--- src/rtl/mem_dump_reader_if.sv ---
// -----------------------------------------------------------------------------
// mem_dump_reader_if
// Bundles the two bus-like channels of the memory dump reader:
//   - memory read port : mem_rd_en / mem_addr out of the reader, mem_rd_data
//                        back in, valid exactly one cycle after mem_rd_en.
//   - dump stream      : dump_valid / dump_addr / dump_data / dump_last out of
//                        the reader, dump_ready back in.
// Modports:
//   master : the reader (drives read strobe/address and the dump beat)
//   slave  : the environment (memory model + dump consumer)
//
// Handshake rule for the dump stream: a beat transfers on every rising edge
// where dump_valid && dump_ready. Once dump_valid is high, dump_addr,
// dump_data and dump_last stay stable and dump_valid stays high until that
// transfer; the only exception is an abort, which may drop dump_valid
// without a transfer.
// -----------------------------------------------------------------------------
interface mem_dump_reader_if #(
   parameter int REG_WIDTH  = 8,
   parameter int ADDR_WIDTH = 16
);
   logic                  mem_rd_en;
   logic [ADDR_WIDTH-1:0] mem_addr;
   logic [REG_WIDTH-1:0]  mem_rd_data;

   logic                  dump_valid;
   logic                  dump_ready;
   logic [ADDR_WIDTH-1:0] dump_addr;
   logic [REG_WIDTH-1:0]  dump_data;
   logic                  dump_last;

   modport master (
      output mem_rd_en, mem_addr,
      input  mem_rd_data,
      output dump_valid, dump_addr, dump_data, dump_last,
      input  dump_ready
   );

   modport slave (
      input  mem_rd_en, mem_addr,
      output mem_rd_data,
      input  dump_valid, dump_addr, dump_data, dump_last,
      output dump_ready
   );
endinterface

--- src/rtl/mem_dump_reader.sv ---
// -----------------------------------------------------------------------------
// mem_dump_reader
// Sweeps an inclusive address range of the memory read port and streams each
// word out as one beat (address, data, last flag) on a valid/ready channel,
// keeping a running 16-bit checksum of the accepted data.
//
// Ports:
//   clk, reset_n           clock (rising edge) and asynchronous active-low reset
//   start                  one-cycle dump request, honoured only in IDLE
//   abort                  cancel an active dump (returns to IDLE next cycle)
//   start_addr, end_addr   inclusive range, sampled with start
//   bus (master)           memory read port and dump stream
//   busy                   high in every state except IDLE
//   done                   one-cycle pulse after the last beat is accepted
//   range_err              one-cycle pulse after a start with an illegal range
//   checksum               sum of accepted dump_data mod 2**16
//   dbg_state              current FSM state (encoding of state_t)
//
// One beat costs three cycles: ISSUE (read strobe), WAIT (capture read data),
// SEND (hold beat until accepted).
// -----------------------------------------------------------------------------
module mem_dump_reader #(
   parameter int REG_WIDTH  = 8,
   parameter int ADDR_WIDTH = 16,
   parameter int MEM_DEPTH  = 65536
) (
   input  logic                  clk,
   input  logic                  reset_n,
   input  logic                  start,
   input  logic                  abort,
   input  logic [ADDR_WIDTH-1:0] start_addr,
   input  logic [ADDR_WIDTH-1:0] end_addr,
   mem_dump_reader_if.master     bus,
   output logic                  busy,
   output logic                  done,
   output logic                  range_err,
   output logic [15:0]           checksum,
   output logic [2:0]            dbg_state
);

   typedef enum logic [2:0] {
      S_IDLE  = 3'd0,
      S_ISSUE = 3'd1,
      S_WAIT  = 3'd2,
      S_SEND  = 3'd3,
      S_DONE  = 3'd4
   } state_t;

   // Depth held one bit wider than the address so MEM_DEPTH = 2**ADDR_WIDTH
   // is representable and every end_addr compares below it.
   localparam logic [ADDR_WIDTH:0] DEPTH_W = (ADDR_WIDTH + 1)'(MEM_DEPTH);

   state_t                state_q, state_d;
   logic [ADDR_WIDTH-1:0] cur_q, cur_d;
   logic [ADDR_WIDTH-1:0] last_q, last_d;
   logic [ADDR_WIDTH-1:0] dump_addr_q, dump_addr_d;
   logic [REG_WIDTH-1:0]  dump_data_q, dump_data_d;
   logic                  dump_last_q, dump_last_d;
   logic                  range_err_q, range_err_d;
   logic [15:0]           checksum_q, checksum_d;

   logic range_ok;
   logic accept;

   assign range_ok = (start_addr <= end_addr) && ({1'b0, end_addr} < DEPTH_W);
   assign accept   = (state_q == S_SEND) && bus.dump_ready;

   always_comb begin
      state_d     = state_q;
      cur_d       = cur_q;
      last_d      = last_q;
      dump_addr_d = dump_addr_q;
      dump_data_d = dump_data_q;
      dump_last_d = dump_last_q;
      range_err_d = 1'b0;
      checksum_d  = checksum_q;

      case (state_q)
         S_IDLE: begin
            // abort in the same cycle as start suppresses the start entirely
            if (start && !abort) begin
               if (range_ok) begin
                  cur_d      = start_addr;
                  last_d     = end_addr;
                  checksum_d = 16'h0000;
                  state_d    = S_ISSUE;
               end else begin
                  range_err_d = 1'b1;
               end
            end
         end
         S_ISSUE: state_d = S_WAIT;
         S_WAIT: begin
            dump_data_d = bus.mem_rd_data;
            dump_addr_d = cur_q;
            dump_last_d = (cur_q == last_q);
            state_d     = S_SEND;
         end
         S_SEND: begin
            if (accept) begin
               checksum_d = checksum_q + 16'(dump_data_q);
               if (dump_last_q) begin
                  state_d = S_DONE;
               end else begin
                  // only advanced below last, so end_addr at the top of the
                  // address space never wraps to zero
                  cur_d   = cur_q + 1'b1;
                  state_d = S_ISSUE;
               end
            end
         end
         S_DONE:  state_d = S_IDLE;
         default: state_d = S_IDLE;
      endcase

      if (abort && (state_q != S_IDLE)) begin
         state_d = S_IDLE;
      end
   end

   always_ff @(posedge clk or negedge reset_n) begin
      if (!reset_n) begin
         state_q     <= S_IDLE;
         cur_q       <= '0;
         last_q      <= '0;
         dump_addr_q <= '0;
         dump_data_q <= '0;
         dump_last_q <= 1'b0;
         range_err_q <= 1'b0;
         checksum_q  <= 16'h0000;
      end else begin
         state_q     <= state_d;
         cur_q       <= cur_d;
         last_q      <= last_d;
         dump_addr_q <= dump_addr_d;
         dump_data_q <= dump_data_d;
         dump_last_q <= dump_last_d;
         range_err_q <= range_err_d;
         checksum_q  <= checksum_d;
      end
   end

   // All outputs decode from registers, so reset clears them immediately.
   assign bus.mem_rd_en  = (state_q == S_ISSUE);
   assign bus.mem_addr   = cur_q;
   assign bus.dump_valid = (state_q == S_SEND);
   assign bus.dump_addr  = dump_addr_q;
   assign bus.dump_data  = dump_data_q;
   assign bus.dump_last  = dump_last_q;
   assign busy           = (state_q != S_IDLE);
   assign done           = (state_q == S_DONE);
   assign range_err      = range_err_q;
   assign checksum       = checksum_q;
   assign dbg_state      = state_q;

endmodule
--- src/flat_wrapper.sv ---
// flat-port wrapper written by rule: the top's interface ports become plain ports
module mem_dump_reader_flat 
#(
   parameter int REG_WIDTH  = 8,
   parameter int ADDR_WIDTH = 16,
   parameter int MEM_DEPTH  = 65536
)
  (clk, reset_n, start, abort, start_addr, end_addr, busy, done, range_err, checksum, dbg_state, bus_mem_rd_en, bus_mem_addr, bus_mem_rd_data, bus_dump_valid, bus_dump_addr, bus_dump_data, bus_dump_last, bus_dump_ready);
  mem_dump_reader_if #(.REG_WIDTH(REG_WIDTH), .ADDR_WIDTH(ADDR_WIDTH)) bus_i ();
  input  logic clk;
  input  logic reset_n;
  input  logic start;
  input  logic abort;
  input  logic [ADDR_WIDTH-1:0] start_addr;
  input  logic [ADDR_WIDTH-1:0] end_addr;
  output logic busy;
  output logic done;
  output logic range_err;
  output logic [15:0] checksum;
  output logic [2:0] dbg_state;
  output wire logic [$bits(bus_i.mem_rd_en)-1:0] bus_mem_rd_en;
  output wire logic [$bits(bus_i.mem_addr)-1:0] bus_mem_addr;
  input wire logic [$bits(bus_i.mem_rd_data)-1:0] bus_mem_rd_data;
  output wire logic [$bits(bus_i.dump_valid)-1:0] bus_dump_valid;
  output wire logic [$bits(bus_i.dump_addr)-1:0] bus_dump_addr;
  output wire logic [$bits(bus_i.dump_data)-1:0] bus_dump_data;
  output wire logic [$bits(bus_i.dump_last)-1:0] bus_dump_last;
  input wire logic [$bits(bus_i.dump_ready)-1:0] bus_dump_ready;
  assign bus_mem_rd_en = bus_i.mem_rd_en;
  assign bus_mem_addr = bus_i.mem_addr;
  assign bus_i.mem_rd_data = bus_mem_rd_data;
  assign bus_dump_valid = bus_i.dump_valid;
  assign bus_dump_addr = bus_i.dump_addr;
  assign bus_dump_data = bus_i.dump_data;
  assign bus_dump_last = bus_i.dump_last;
  assign bus_i.dump_ready = bus_dump_ready;
  mem_dump_reader #(.REG_WIDTH(REG_WIDTH), .ADDR_WIDTH(ADDR_WIDTH), .MEM_DEPTH(MEM_DEPTH)) u_core (.clk(clk), .reset_n(reset_n), .start(start), .abort(abort), .start_addr(start_addr), .end_addr(end_addr), .bus(bus_i), .busy(busy), .done(done), .range_err(range_err), .checksum(checksum), .dbg_state(dbg_state));
endmodule
--- config.mk ---
export PLATFORM = sky130hd
export DESIGN_NAME = mem_dump_reader_flat
export DESIGN_NICKNAME = d
export VERILOG_FILES = /design/src/rtl/mem_dump_reader_if.sv /design/src/rtl/mem_dump_reader.sv /design/src/flat_wrapper.sv
export SDC_FILE = /design/constraint.sdc
export NUM_CORES = 1
export LEC_CHECK = 0
export BUFFER_PORTS_ARGS = -buffer_cell sky130_fd_sc_hd__buf_2
export CORE_UTILIZATION = 55
export CTS_CLUSTER_SIZE = 24
export DETAILED_ROUTE_END_ITERATION = 8
export GPL_TIMING_DRIVEN = 0
export PLACE_DENSITY = 0.88
export SYNTH_ARGS = -nofsm -noshare
export SYNTH_HDL_FRONTEND = slang
export SYNTH_SLANG_ARGS = --single-unit
--- constraint.sdc ---
create_clock -name clk -period 3.8 [get_ports clk]
set_input_delay 0.38 -clock clk [delete_from_list [all_inputs] [get_ports clk]]
set_output_delay 0.38 -clock clk [all_outputs]
set_load 0.02 [all_outputs]
==> results of run 1 <==
-- cell usage in the layout, fill, tap and decap left out, types with 2 or more instances in the layout --
| cell | instances |
|---|---|
| sky130_fd_sc_hd__buf_2 | 119 |
| sky130_fd_sc_hd__dfrtp_1 | 77 |
| sky130_fd_sc_hd__nand2_1 | 57 |
| sky130_fd_sc_hd__mux2_2 | 41 |
| sky130_fd_sc_hd__o21ai_0 | 25 |
| sky130_fd_sc_hd__ha_1 | 25 |
| sky130_fd_sc_hd__inv_1 | 22 |
| sky130_fd_sc_hd__nor2_1 | 20 |
| sky130_fd_sc_hd__a31oi_1 | 19 |
| sky130_fd_sc_hd__xnor2_1 | 18 |
| sky130_fd_sc_hd__a21oi_1 | 16 |
| sky130_fd_sc_hd__nand3_1 | 11 |
| sky130_fd_sc_hd__a21oi_2 | 11 |
| sky130_fd_sc_hd__clkbuf_8 | 11 |
| sky130_fd_sc_hd__nand4_1 | 10 |
| sky130_fd_sc_hd__clkbuf_1 | 9 |
| sky130_fd_sc_hd__mux2i_1 | 8 |
| sky130_fd_sc_hd__a21o_1 | 5 |
| sky130_fd_sc_hd__nor3_1 | 5 |
| sky130_fd_sc_hd__o31ai_1 | 5 |
| sky130_fd_sc_hd__or3_1 | 4 |
| sky130_fd_sc_hd__and2_1 | 4 |
| sky130_fd_sc_hd__o22ai_1 | 4 |
| sky130_fd_sc_hd__nor3b_1 | 3 |
| sky130_fd_sc_hd__nand2b_1 | 3 |
| sky130_fd_sc_hd__o21a_1 | 3 |
| sky130_fd_sc_hd__buf_6 | 3 |
| sky130_fd_sc_hd__a211oi_1 | 3 |
| sky130_fd_sc_hd__buf_4 | 2 |
| sky130_fd_sc_hd__nor4_1 | 2 |
| sky130_fd_sc_hd__o41ai_1 | 2 |
| sky130_fd_sc_hd__xor2_1 | 2 |
| sky130_fd_sc_hd__bufinv_16 | 2 |
-- power by group through the flow --
stage                     registers, W  logic (W)  clock network [W]
final                          0.00151    0.00221           0.000699
after global routing           0.00155    0.00238           0.000743
after CTS                      0.00150    0.00220           0.000707
after detailed placement       0.00152    0.00218                  0
after global placement         0.00149    0.00211                  0
after floorplan                0.00174    0.00126                  0
-- synthesized netlist by cell type (2+ instances only) --
cell | instances | area [um2]
sky130_fd_sc_hd__o21ai_0 | 25 | 125
sky130_fd_sc_hd__clkbuf_1 | 7 | 26.3
sky130_fd_sc_hd__o41ai_1 | 2 | 17.5
sky130_fd_sc_hd__nand3_1 | 11 | 55.1
sky130_fd_sc_hd__mux2i_1 | 8 | 80.1
sky130_fd_sc_hd__a21o_1 | 5 | 37.5
sky130_fd_sc_hd__buf_2 | 11 | 55.1
sky130_fd_sc_hd__buf_6 | 3 | 33.8
sky130_fd_sc_hd__a21oi_1 | 16 | 80.1
sky130_fd_sc_hd__a211oi_1 | 3 | 22.5
sky130_fd_sc_hd__dfrtp_1 | 77 | 1930
sky130_fd_sc_hd__mux2_2 | 41 | 462
sky130_fd_sc_hd__nor3_1 | 5 | 25.0
sky130_fd_sc_hd__xor2_1 | 2 | 17.5
sky130_fd_sc_hd__or3_1 | 4 | 25.0
sky130_fd_sc_hd__inv_1 | 22 | 82.6
sky130_fd_sc_hd__o31ai_1 | 5 | 37.5
sky130_fd_sc_hd__ha_1 | 25 | 313
sky130_fd_sc_hd__nand4_1 | 10 | 62.6
sky130_fd_sc_hd__nor4_1 | 2 | 12.5
sky130_fd_sc_hd__nor2_1 | 20 | 75.1
sky130_fd_sc_hd__nand2b_1 | 3 | 18.8
sky130_fd_sc_hd__nand2_1 | 57 | 214
sky130_fd_sc_hd__o21a_1 | 3 | 22.5
sky130_fd_sc_hd__and2_1 | 4 | 25.0
sky130_fd_sc_hd__xnor2_1 | 18 | 158
sky130_fd_sc_hd__a21oi_2 | 11 | 96.3
sky130_fd_sc_hd__a31oi_1 | 19 | 119
sky130_fd_sc_hd__o22ai_1 | 4 | 25.0
sky130_fd_sc_hd__nor3b_1 | 3 | 22.5
-- worst max-delay path by stage --
| stage | slack [ns] | from | end |
|---|---|---|---|
| finish | 1.18 | u_core.dbg_state[0] | bus_dump_valid |
| global route | 1.09 | u_core.dbg_state[0] | bus_dump_valid |
| CTS | 1.20 | u_core.dbg_state[0] | bus_dump_valid |
| detailed placement | 1.04 | start_addr[13] | u_core.bus.mem_addr[10] |
| global placement | 1.07 | start_addr[15] | u_core.bus.mem_addr[4] |
| floorplan | 1.48 | end_addr[15] | u_core.last_q[10] |
-- registers in the layout, summed over array words and instances, names as in the netlist --
signal,cells
u_core.last_q,16
u_core.bus.dump_data,8
u_core.dbg_state,3
u_core.range_err,1
u_core.bus.dump_addr,16
u_core.checksum,16
u_core.bus.dump_last,1
u_core.bus.mem_addr,16
-- metrics by stage --
stage | setup WS, ns | utilization | total power [W] | instance area [um2] | instances
3_5_place_dp | 1.04 | 0.664 | 0.00370 | 5160 | 656
3_3_place_gp | 1.07 | 0.661 | 0.00360 | 5130 | 655
6_report | 1.18 | 0.695 | 0.00443 | 5400 | 673
5_1_grt | 1.09 | 0.695 | 0.00467 | 5400 | 673
4_1_cts | 1.20 | 0.695 | 0.00441 | 5400 | 673
2_1_floorplan | 1.48 | - | 0.00300 | 4460 | 444
-- critical path, delay by kind of cell (launching register included) --
family | cells | cell delay, ns
flops | 1 | 0.34
simple gates | 2 | 0.35
buf+inv | 6 | 1.21
-- cell type report --
cell class | instances | area, um2
Fill cell | 625 | 2370
Multi-Input combinational cell | 323 | 2330
Sequential cell | 77 | 1930
Timing Repair Buffer | 111 | 586
Clock buffer | 13 | 159
Tap cell | 102 | 128
Buffer | 22 | 123
Inverter | 22 | 82.6
Clock inverter | 3 | 67.6
-- layer usage --
metal	up-vias	GRT usage	share of wire
met3	33	0.0589	0.081
li1	1835	-	-
met4	0	0.103	0.026
met2	213	0.461	0.48
met5	-	0	0
met1	1863	0.356	0.41
-- cell families (layout without fill, tap and decap cells) --
| logic type | after synthesis | count (layout) | synth area share |
|---|---|---|---|
| compound gates | 101 | 101 | 0.148 |
| xor+xnor | 20 | 20 | 0.0393 |
| fa+ha+maj | 26 | 26 | 0.0747 |
| buf+inv | 44 | 171 | 0.0460 |
| flops | 77 | 77 | 0.432 |
| mux | 49 | 49 | 0.122 |
| simple gates | 127 | 127 | 0.139 |
-- timing repair --
| item | CTS | global route |
|---|---|---|
| hold buffers | 1 | 0 |
| gates resized for setup | 0 | 0 |
| endpoints found under the hold margin | 17 | 0 |
==> impl_summary.md, run 1 <==
Run status
The flow ran to the end, and the final reports show no timing, DRC or antenna violations.

Drt
Dividing the detail-routed wire length by the instance count gives 17.2 um. For this block, the routed nets add up to roughly 12 mm of wire. The post-detailed-route DRC marker count is 0.

The final route contains between 3000 and 4000 vias. The number of DRC violations after detailed-routing iteration 0 is 200. The residual antenna-violating net count after detailed routing is 0. The vias per cell is just under 6. Before antenna repair, the detailed router went through 6 iterations.

Placed design
Input and output buffers added on the ports amount to 109. At the end of routability-driven placement, the weighted congestion stood at a little under 1. The post-detailed-placement half-perimeter wirelength is 8.59 mm.

Die
In this run the core area contains 32 standard-cell rows. The region available for standard cell placement spans between 0.007 and 0.008 mm2. The initial core utilization is 0.574. The number of top-level design ports is between 100 and 150.

From bottom edge to top edge, the die measures between 90 and 100 um. The area enclosed by the die boundary is about 0.0085 mm2. The width of the die is about 92 um.

Critical path
The sort of element at the start of the critical path is a register. The setup check on the worst reg-to-reg path leaves a slack of approximately 1.3 ns. The critical path is of the register to primary output type. The highest net fanout along the worst path is 10. The endpoint identified for the worst register-to-register timing path is u_core.checksum[9].

The largest single stage delay on the critical path is roughly 0.34 ns. The depth of the worst register-to-register path is 8. The worst setup path is captured at a primary output. The required time at the endpoint of the critical path is roughly 3.4 ns. The library cell appearing most often on the critical path is sky130_fd_sc_hd__buf_2. The endpoint arrival time on the critical path is between 2 and 2.5 ns. Walking the worst path, the cells encountered are buf_2, nand2_1, or2_2, buf_2, inv_1, buf_2, buf_2, buf_2.

The startpoint identified for the worst register-to-register timing path is u_core.bus.dump_data[4]. The slowest stage of the critical path is the sky130_fd_sc_hd__dfrtp_1 cell.

STA
The transition time at the pin with the least slew margin is 1.09 ns. The total negative slack is 0 ns. The max-slew violation count is 0.

After layout, the minimum clock period comes to between 2 and 3 ns. Setup repair after global routing left no endpoint under its margin. The share of the cycle needed by the critical path after routing is 0.691. The number of hold violations in the final report is 0.

The worst-case headroom to the max-slew limit is 0.266. The final clock skew is approximately 0.0095 ns. The smallest hold slack is 0.258 ns. The total of endpoints with negative setup slack in the final report is 0.

For this run, the top clock speed supported by timing is 381 MHz.

Power and ir drop
The static power due to leakage is around 2.6 nW. Of the total power, the share spent switching nets is 0.440. The worst IR drop on VDD is ~0.43 mV. The internal power of the cells totals about 0.0025 W. In this run the power density over the cells is just over 800 mW/mm2. The analysis attributes to net switching a power of roughly 0.002 W. The share of total power dissipated in the clock network is 0.158.

The share of total power dissipated in sequential elements is 0.342. The power share of the combinational group is 0.500.

Global routing
In the global route stage, overall resource usage came out at 0.277. The number of global-route vias before repair was between 3000 and 4000. The initial antenna violation count is 0. The global route total overflow is 0. The first global-routing pass estimated about 18 mm of wire.

Entering global routing, the biggest net connects 61 pins.

Yosys
The flip-flop and latch count after synthesis is 77. The mean area per synthesized cell is approximately 10 um2. For this run, the number of Yosys warnings is 0. In this run, synthesis inferred 0 flip-flops with an integrated enable.

The gate count of the mapped netlist is 444. The portion of the post-synthesis area used by sequential elements is 0.432. The number of nets in the synthesized netlist is around 520. The leading register cell type out of synthesis is sky130_fd_sc_hd__dfrtp_1. The count of unique library cells instantiated by Yosys is between 40 and 50. For this run, asynchronously set or reset flops after synthesis account for 1.00.

The post-synthesis instance area is about 0.0045 mm2.

Clock network
In this run the number of H-tree levels came out at 3. The clock network latency to the later pin of the worst-skew pair is 0.35 ns. The number of clock buffers added by TritonCTS is 9.

The clock tree from TritonCTS is yes. In this run the deepest clock path goes through 2 buffers. After clock tree synthesis, the clock-pin slew on the worst setup and hold paths is 0.08 ns. The post-CTS setup buffer count is 0. The number of clock sinks is 77. The root buffer cell chosen for the clock tree is sky130_fd_sc_hd__clkbuf_8.

Cells and area
In the final design database the tool counted approximately 640 nets. The area growth from synthesis to layout is 21.1%. The share of cells above drive strength 1 is 0.343. The repair_antennas step left the layout with diodes totalling 0.

Worst hold path
For hold timing, the worst endpoint is u_core.bus.dump_data[3]. The worst hold path passes through 2 cells. The class of the most critical hold timing path is input port to register.

The startpoint identified for the worst hold timing path is bus_mem_rd_data[3].

Job
Max-cap violations in this run came to 0.
Note: power is estimated with default switching activity, not from simulation.
==> inputs of run 2 (changes only) <==
--- a/config.mk
+++ b/config.mk
@@ -6,11 +6,11 @@
 export NUM_CORES = 1
 export LEC_CHECK = 0
 export BUFFER_PORTS_ARGS = -buffer_cell sky130_fd_sc_hd__buf_2
-export CORE_UTILIZATION = 55
+export CORE_UTILIZATION = 49
 export CTS_CLUSTER_SIZE = 24
 export DETAILED_ROUTE_END_ITERATION = 8
 export GPL_TIMING_DRIVEN = 0
-export PLACE_DENSITY = 0.88
+export PLACE_DENSITY = 0.83
 export SYNTH_ARGS = -nofsm -noshare
 export SYNTH_HDL_FRONTEND = slang
 export SYNTH_SLANG_ARGS = --single-unit
==> constraint.sdc (replaced) <==
create_clock -name clk -period 2.25 [get_ports clk]
set_input_delay 0.225 -clock clk [delete_from_list [all_inputs] [get_ports clk]]
set_output_delay 0.225 -clock clk [all_outputs]
set_load 0.02 [all_outputs]
==> run 2 against run 1 <==
  * The flow now finishes with violations (negative setup slack)
  * Critical path depth increased by 3
  * Power increased by 71%
  * Clock power increased by 46%
  * Sequential power increased by 70%
  * Worst setup slack got worse by 1.2 ns
  * First-iteration DRC count increased by 120%
  * Clock-buffer cell count decreased by 1
  * Sequential cell count unchanged
  * Clock skew increased by 0.00082 ns
  * Wire length increased by 5.7%
  * Sequential share of layout area decreased by 1.3 points
  * Via count increased by 3.3%
  * Critical path type is now input port to register
  * Critical endpoint is now u_core.bus.mem_addr[12]
  * Highest routed layer unchanged
==> impl_summary.md, run 2 (synthesized netlist as in run 1, its figures left out) <==
Run status
The run finished, with violations left. The checks that failed: negative setup slack.

Clock network
The clock tree from TritonCTS is yes. Clock-pin slew was measured on the worst setup and hold paths at ~0.08 ns. The H-tree was split into 3 levels. The buffer cell driving the clock tree root is sky130_fd_sc_hd__clkbuf_8. The maximum number of buffers from clock root to sink is 2. Clock tree synthesis found a total of 77 sinks. Clock latency on the worst-skew pair, taken at its later pin, is ~0.35 ns. The TritonCTS buffer count is 9.

Critical path
The endpoint identified for the worst register-to-register timing path is u_core.checksum[14]. The sort of element at the start of the critical path is an input port. The endpoint arrival time on the critical path is 2.49 ns. The critical path endpoint category is a register. The critical path in this run is classified as input port to register. The slack of the worst reg-to-reg path is about 0.080 ns. Of all nets on the critical path, the largest fanout is 9. The critical register-to-register path startpoint is u_core.checksum[0]. STA puts the critical path data required time at 2.46 ns. The number of cells on the worst reg-to-reg path is 9.

Drt
For this block, the initial DRC count from the detailed router was ~440. The total wirelength of the detailed-routed design is between 10 and 15 mm. Dividing the detail-routed wire length by the instance count gives between 15 and 20 um. The post-detailed-route DRC marker count is 0. In the routed layout, each cell is associated on average with a via count of 5.90. The total number of vias is just over 4000.

The detail route stage leaves a number of antenna-violating nets equal to 0. For this run, the detailed router's first-pass iteration total came to 5.

Cells and area
The number of standard cells in the final layout excluding fillers is 691. Relative to the synthesized area, the layout overhead comes to 25.7%. Registers take approximately 0.0019 mm2. The most common cell after layout, fill and taps aside is sky130_fd_sc_hd__buf_2. The antenna cell count is 0. The number of fill cells in the layout is ~700. Of the cells placed in the final design, the portion with a size suffix greater than 1 is 0.384. In the final design database the tool counted 649 nets. In the layout the commonest cells are 113 x sky130_fd_sc_hd__buf_2, 77 x sky130_fd_sc_hd__dfrtp_1, 56 x sky130_fd_sc_hd__nand2_1, 41 x sky130_fd_sc_hd__mux2_2.

Summing all multi-input logic gate instances after layout gives about 0.0024 mm2.

Global routing
The initial antenna violation count came to 0. The total global-route track usage is 0.256. The maximum number of pins on one net before global-route repair is 42. Summed over all layers, the global routing overflow is 0. The number of global-route vias before repair came to 3862.

The first global-routing pass estimated roughly 19 mm of wire.

STA
The shortest period the worst path allows is roughly 2.3 ns. In the finished design, the share of the clock period the worst path needs comes to 1.02. Static timing analysis puts the maximum clock frequency at ~440 MHz.

The total of endpoints with negative setup slack in the final report is 9. For the pin with the worst max-slew slack, the measured transition is 0.506 ns. Setup repair after global routing could not meet its margin everywhere. The final clock skew is around 0.010 ns.

Across all setup checks in the final design, the least slack found is -0.0390 ns. The max-slew violation count is 0. The worst-case headroom to the max-slew limit is 0.662. The number of hold violations in the final report is 0.

Power and ir drop
Of the total power, the share spent switching nets is 0.446. The fraction of power consumed by the clock network is 0.135. The worst IR drop on VDD is about 0.44 mV. The static power due to leakage is approximately 2.6 nW. The share of total power dissipated in combinational logic is 0.527. The internal power of the cells totals between 0.004 and 0.005 W. The part of the total power dissipated in sequential elements is 0.339. Summing internal, switching and leakage power gives around 0.0076 W. Summed over all nets, the switching power comes to 0.00339 W. In this run the power density over the cells is about 1400 mW/mm2.

Die
The die is 97.4 um wide. The core area is between 0.008 and 0.009 mm2. The count of standard-cell rows is 34. The number of top-level design ports is 110. The die covers roughly 0.0095 mm2. The initial core utilization is 0.509. The y dimension of the die is 97.4 um.

Worst hold path
The startpoint identified for the worst hold timing path is bus_mem_rd_data[6]. The path class of the tightest hold or removal check is input port to register. The worst hold path depth is 2.

The path with the worst hold slack has its endpoint at u_core.bus.dump_data[6].

Placed design
The number of placed instances, taps included, is around 660. Routability-driven placement finished with a final weighted congestion of ~0.86. The wire-length estimate of the detail-placed layout is between 8 and 9 mm. In this run the tool buffered the top-level ports with roughly 110 buffer cells.

Job
The count of maximum capacitance violations is 0.
==> run 2: cell count changes in the layout (fill, tap and decap cells not counted), moves of 3 or more <==
| cell | previous run | this run |
|---|---|---|
| sky130_fd_sc_hd__ha_4 | 0 | 3 |
| sky130_fd_sc_hd__ha_1 | 25 | 22 |
| sky130_fd_sc_hd__o21ai_0 | 25 | 22 |
| sky130_fd_sc_hd__o21ai_1 | 1 | 4 |
| sky130_fd_sc_hd__buf_2 | 119 | 113 |
| sky130_fd_sc_hd__buf_4 | 2 | 15 |
==> run 2: cell type report <==
class,count,share of cell area
flip-flops and latches,77,0.344
multi-input cells,323,0.435
inverters,22,0.0152
repair buffers,124,0.124
plain buffers,21,0.0250
clock buffers,12,0.0241
clock inverters,4,0.00871
well taps,108,0.0241
==> run 2: critical path: stages <==
cell and delay [ns]:
sky130_fd_sc_hd__buf_2 0.15, sky130_fd_sc_hd__ha_4 0.26, sky130_fd_sc_hd__a21oi_1 0.20, sky130_fd_sc_hd__o21ai_1 0.11
sky130_fd_sc_hd__nor4_2 0.38, sky130_fd_sc_hd__nand4_1 0.22, sky130_fd_sc_hd__a211o_1 0.31, sky130_fd_sc_hd__buf_6 0.15
sky130_fd_sc_hd__a21oi_4 0.24, sky130_fd_sc_hd__buf_4 0.17, sky130_fd_sc_hd__a31oi_1 0.08
==> run 2: what timing repair did <==
item,CTS,global route
hold buffers,1,0
buffers inserted,1,11
pin swaps,2,10
hold endpoints to repair,36,0
cloned,0,1
resized for setup,11,21
endpoints found under the setup margin,6,59
==> run 2: routing by layer <==
| layer | global-route usage | wire length [um] |
|---|---|---|
| met5 | 0 | 0 |
| met4 | 0.106 | 356 |
| met3 | 0.0353 | 839 |
| met2 | 0.401 | 5800 |
| met1 | 0.359 | 5230 |
==> run 2: worst max-delay path by stage <==
stage / startpoint / to / slack [ns] / cells after the start
after floorplan: u_core.bus.dump_data[0] / u_core.checksum[14] / 0.04 / 9
after global placement: start_addr[13] / u_core.bus.mem_addr[4] / -0.33 / 11
after detailed placement: start_addr[15] / u_core.bus.mem_addr[4] / -0.36 / 11
after CTS: u_core.bus.dump_data[0] / u_core.checksum[14] / 0.01 / 9
after global routing: end_addr[13] / u_core.bus.mem_addr[14] / -0.06 / 12
final: start_addr[13] / u_core.bus.mem_addr[12] / -0.04 / 11
==> run 2: power groups by stage <==
stage	registers, W	clock network (W)	logic [W]
2_1_floorplan	0.00294	0	0.00213
3_3_place_gp	0.00253	0	0.00356
3_5_place_dp	0.00257	0	0.00367
4_1_cts	0.00255	0.00105	0.00374
5_1_grt	0.00266	0.00110	0.00428
6_report	0.00257	0.00102	0.00400
==> run 2: metrics by stage <==
step,hold WS (ns),cell area (um2),TNS (ns),setup WS (ns),utilization
finish,0.107,5600,-0.176,-0.0390,0.639
CTS,0.0897,5410,0,0.0125,0.617
detailed placement,0.223,5160,-11.29,-0.360,0.589
global route,0.100,5600,-0.460,-0.0594,0.639
floorplan,-0.0706,4460,0,0.0369,-
global placement,0.457,5140,-9.67,-0.327,0.587
==> inputs of run 3 (changes only) <==
--- a/config.mk
+++ b/config.mk
@@ -5,11 +5,11 @@
 export SDC_FILE = /design/constraint.sdc
 export NUM_CORES = 1
 export LEC_CHECK = 0
+export ABC_CLOCK_PERIOD_IN_PS = 2250
 export BUFFER_PORTS_ARGS = -buffer_cell sky130_fd_sc_hd__buf_2
 export CORE_UTILIZATION = 49
 export CTS_CLUSTER_SIZE = 24
 export DETAILED_ROUTE_END_ITERATION = 8
-export GPL_TIMING_DRIVEN = 0
 export PLACE_DENSITY = 0.83
 export SYNTH_ARGS = -nofsm -noshare
 export SYNTH_HDL_FRONTEND = slang
==> run 3 against run 2 <==
  * Maximum frequency rose by 4.4%
  * The flow now finishes without violations
  * Die area unchanged
  * Non-clock buffer count rose by 2
==> impl_summary.md, run 3 (synthesized netlist as in run 1, its figures left out) <==
Run status
The run finished with clean final reports.

Global routing
The number of global-route vias before repair was 3916. After global routing the overflow that remains totals 0. The wire length of the first global-routing pass is slightly below 20 mm. The initial antenna violation count is 0. The maximum number of pins on one net before global-route repair is 42.

The total global-route track usage is 0.253.

Clock network
The H-tree generated during clock tree synthesis spans 3 levels. The clock transition at the registers of the reported paths is roughly 0.08 ns. The clock network latency to the later pin of the worst-skew pair is ~0.35 ns.

The buffer cell driving the clock tree root is sky130_fd_sc_hd__clkbuf_8. Clock tree synthesis found a total of 77 sinks. The TritonCTS buffer count is 9. The clock tree from TritonCTS is yes. The maximum number of buffers from clock root to sink is 2.

STA
In the post-route analysis, the smallest setup slack over all paths is between 0.05 and 0.06 ns. Across the routed clock network, the largest skew measured is 0.00879 ns. Of the available clock period, the critical path in the final layout requires 0.975.

Setup repair after global routing could not meet its margin everywhere. The number of hold violations in the final report is 0. The routed design could run at a clock period as short as 2.19 ns. The worst-case headroom to the max-slew limit is 0.528. Setup total negative slack on the finished layout was measured at 0 ns. The smallest hold slack is 0.102 ns. The maximum clock rate is between 400 and 500 MHz. At the pin with the least slew margin, the transition time is around 0.71 ns. The max-slew violation count is 0.

The total of endpoints with negative setup slack in the final report is 0.

Cells and area
After routing the design area is 0.00567 mm2. The most common cell after layout, fill and taps aside is sky130_fd_sc_hd__buf_2. The share of cells above drive strength 1 is 0.392. The library cells used most frequently in the layout, excluding fill and tap cells, are 108 x sky130_fd_sc_hd__buf_2, 76 x sky130_fd_sc_hd__dfrtp_1, 57 x sky130_fd_sc_hd__nand2_1, 41 x sky130_fd_sc_hd__mux2_2, 31 x sky130_fd_sc_hd__buf_4. 0 antenna diodes ended up in the layout. For this run, the post-layout net count is 651. From synthesis to final layout, the design area changed by 27.3%.

Critical path
The worst setup path is captured at a register. Of all nets on the critical path, the largest fanout is 3. Data on the critical path is required at its endpoint by 2.48 ns. At the worst endpoint, the arrival time is approximately 2.4 ns.

The worst setup path is of the register to register kind. STA classifies the critical path startpoint as a register.

Placed design
Timing analysis after detailed placement gives a worst setup slack of -0.270 ns. At the end of routability-driven placement, the weighted congestion stood at 0.894. In this run the tool buffered the top-level ports with ~110 buffer cells. The post-detailed-placement half-perimeter wirelength is approximately 9 mm. Once placement finished, the instance area stood at ~0.0054 mm2.

Drt
After detailed routing, the number of vias per cell comes to 5.84. The total wirelength of the detailed-routed design is between 10 and 15 mm. After detailed routing, the average wire length per cell comes to between 15 and 20 um.

The number of DRC violations after detailed-routing iteration 0 is ~320. The count of nets left with antenna violations once routing finished came out at 0. The post-detailed-route DRC marker count is 0. The total number of vias is just over 4000. The length of the first detailed-routing pass in iterations is 5.

Die
The area enclosed by the die boundary is 0.00948 mm2. The width of the die is just under 100 um. The count of standard-cell rows is 34. The number of top-level design ports is 110. The initial core utilization is 0.509. Measured along the y axis, the die boundary spans between 90 and 100 um. The core area is 0.00876 mm2.

Power and ir drop
The worst IR drop on VDD is 0.598 mV. The analysis attributes to cell leakage a power of about 2.7 nW. The ratio of total power to cell area is 1380 mW/mm2.

Worst hold path
In this run the worst hold path is classified as input port to register.

Job
Across the run, the number of max-cap violations was 0.
run 3: cell types whose count changed in the layout (fill, tap and decap cells not counted), moves of 3 or more:
cell and delta:
sky130_fd_sc_hd__buf_4 +16, sky130_fd_sc_hd__clkbuf_1 -9, sky130_fd_sc_hd__buf_12 +5, sky130_fd_sc_hd__clkbuf_8 +3, sky130_fd_sc_hd__buf_6 -3, sky130_fd_sc_hd__buf_2 -5
run 3: report_power, final:
part / switching, W / internal, W / total, W
Combinational: 0.00226 / 0.00181 / 0.00407
Clock: 0.000500 / 0.000710 / 0.00121
Sequential: 0.000582 / 0.00196 / 0.00254
run 3: area by class of cell:
| cell class | count | area [um2] |
|---|---|---|
| clock buffer | 12 | 165 |
| clock inverter | 3 | 67.6 |
| fill | 690 | 3090 |
| inverter | 22 | 82.6 |
| multi-input combinational | 323 | 2380 |
| sequential | 77 | 1930 |
| tap | 108 | 135 |
| timing repair buffer | 147 | 915 |
run 3: repair_timing:
item / in CTS / in global routing
buffers inserted: 0 / 3
setup endpoints to repair: 1 / 21
resized for setup: 3 / 11
hold buffers: 1 / 0
hold endpoints to repair: 36 / 0
pin swaps: 1 / 8
run 3: worst max-delay path, cell delays in order (launching register included):
cell	delay, ns
sky130_fd_sc_hd__dfrtp_1	0.43
sky130_fd_sc_hd__ha_4	0.19
sky130_fd_sc_hd__fa_2	0.22
sky130_fd_sc_hd__a21o_1	0.14
sky130_fd_sc_hd__nand4_1	0.19
sky130_fd_sc_hd__a311oi_2	0.34
sky130_fd_sc_hd__and3_4	0.25
sky130_fd_sc_hd__nand3_2	0.08
sky130_fd_sc_hd__mux2i_1	0.15
sky130_fd_sc_hd__o21ai_1	0.08
run 3: path summary, 6_finish.rpt:
| check | startpoint | endpoint | slack [ns] | depth (start not counted) |
|---|---|---|---|---|
| hold / removal | bus_mem_rd_data[4] | u_core.bus.dump_data[4] | 0.10 | 2 |
| max in group asynchronous | reset_n | u_core.dbg_state[0] | 1.26 | 3 |
| hold reg to reg | u_core.bus.dump_addr[5] | u_core.bus.dump_addr[5] | 0.50 | 1 |
| setup reg to reg | u_core.checksum[0] | u_core.checksum[14] | 0.06 | 9 |
| min in group asynchronous | reset_n | u_core.last_q[11] | 0.38 | 2 |
| setup / recovery | u_core.checksum[0] | u_core.checksum[14] | 0.06 | 9 |
run 3: layer usage:
layer / up-vias / part of all wire / wire length [um] / track usage
met1: 1981 / 0.43 / 5070 / 0.347
met5: - / 0 / 0 / 0
met4: 0 / 0.023 / 269 / 0.0928
li1: 1860 / - / - / -
met3: 28 / 0.059 / 699 / 0.0388
met2: 173 / 0.49 / 5740 / 0.407
run 3: through the flow:
stage | std cells | total power (W) | utilization
after floorplan | 444 | 0.00507 | -
after global placement | 673 | 0.00631 | 0.611
after detailed placement | 673 | 0.00649 | 0.611
after CTS | 689 | 0.00773 | 0.640
after global routing | 692 | 0.00830 | 0.647
final | 692 | 0.00782 | 0.647
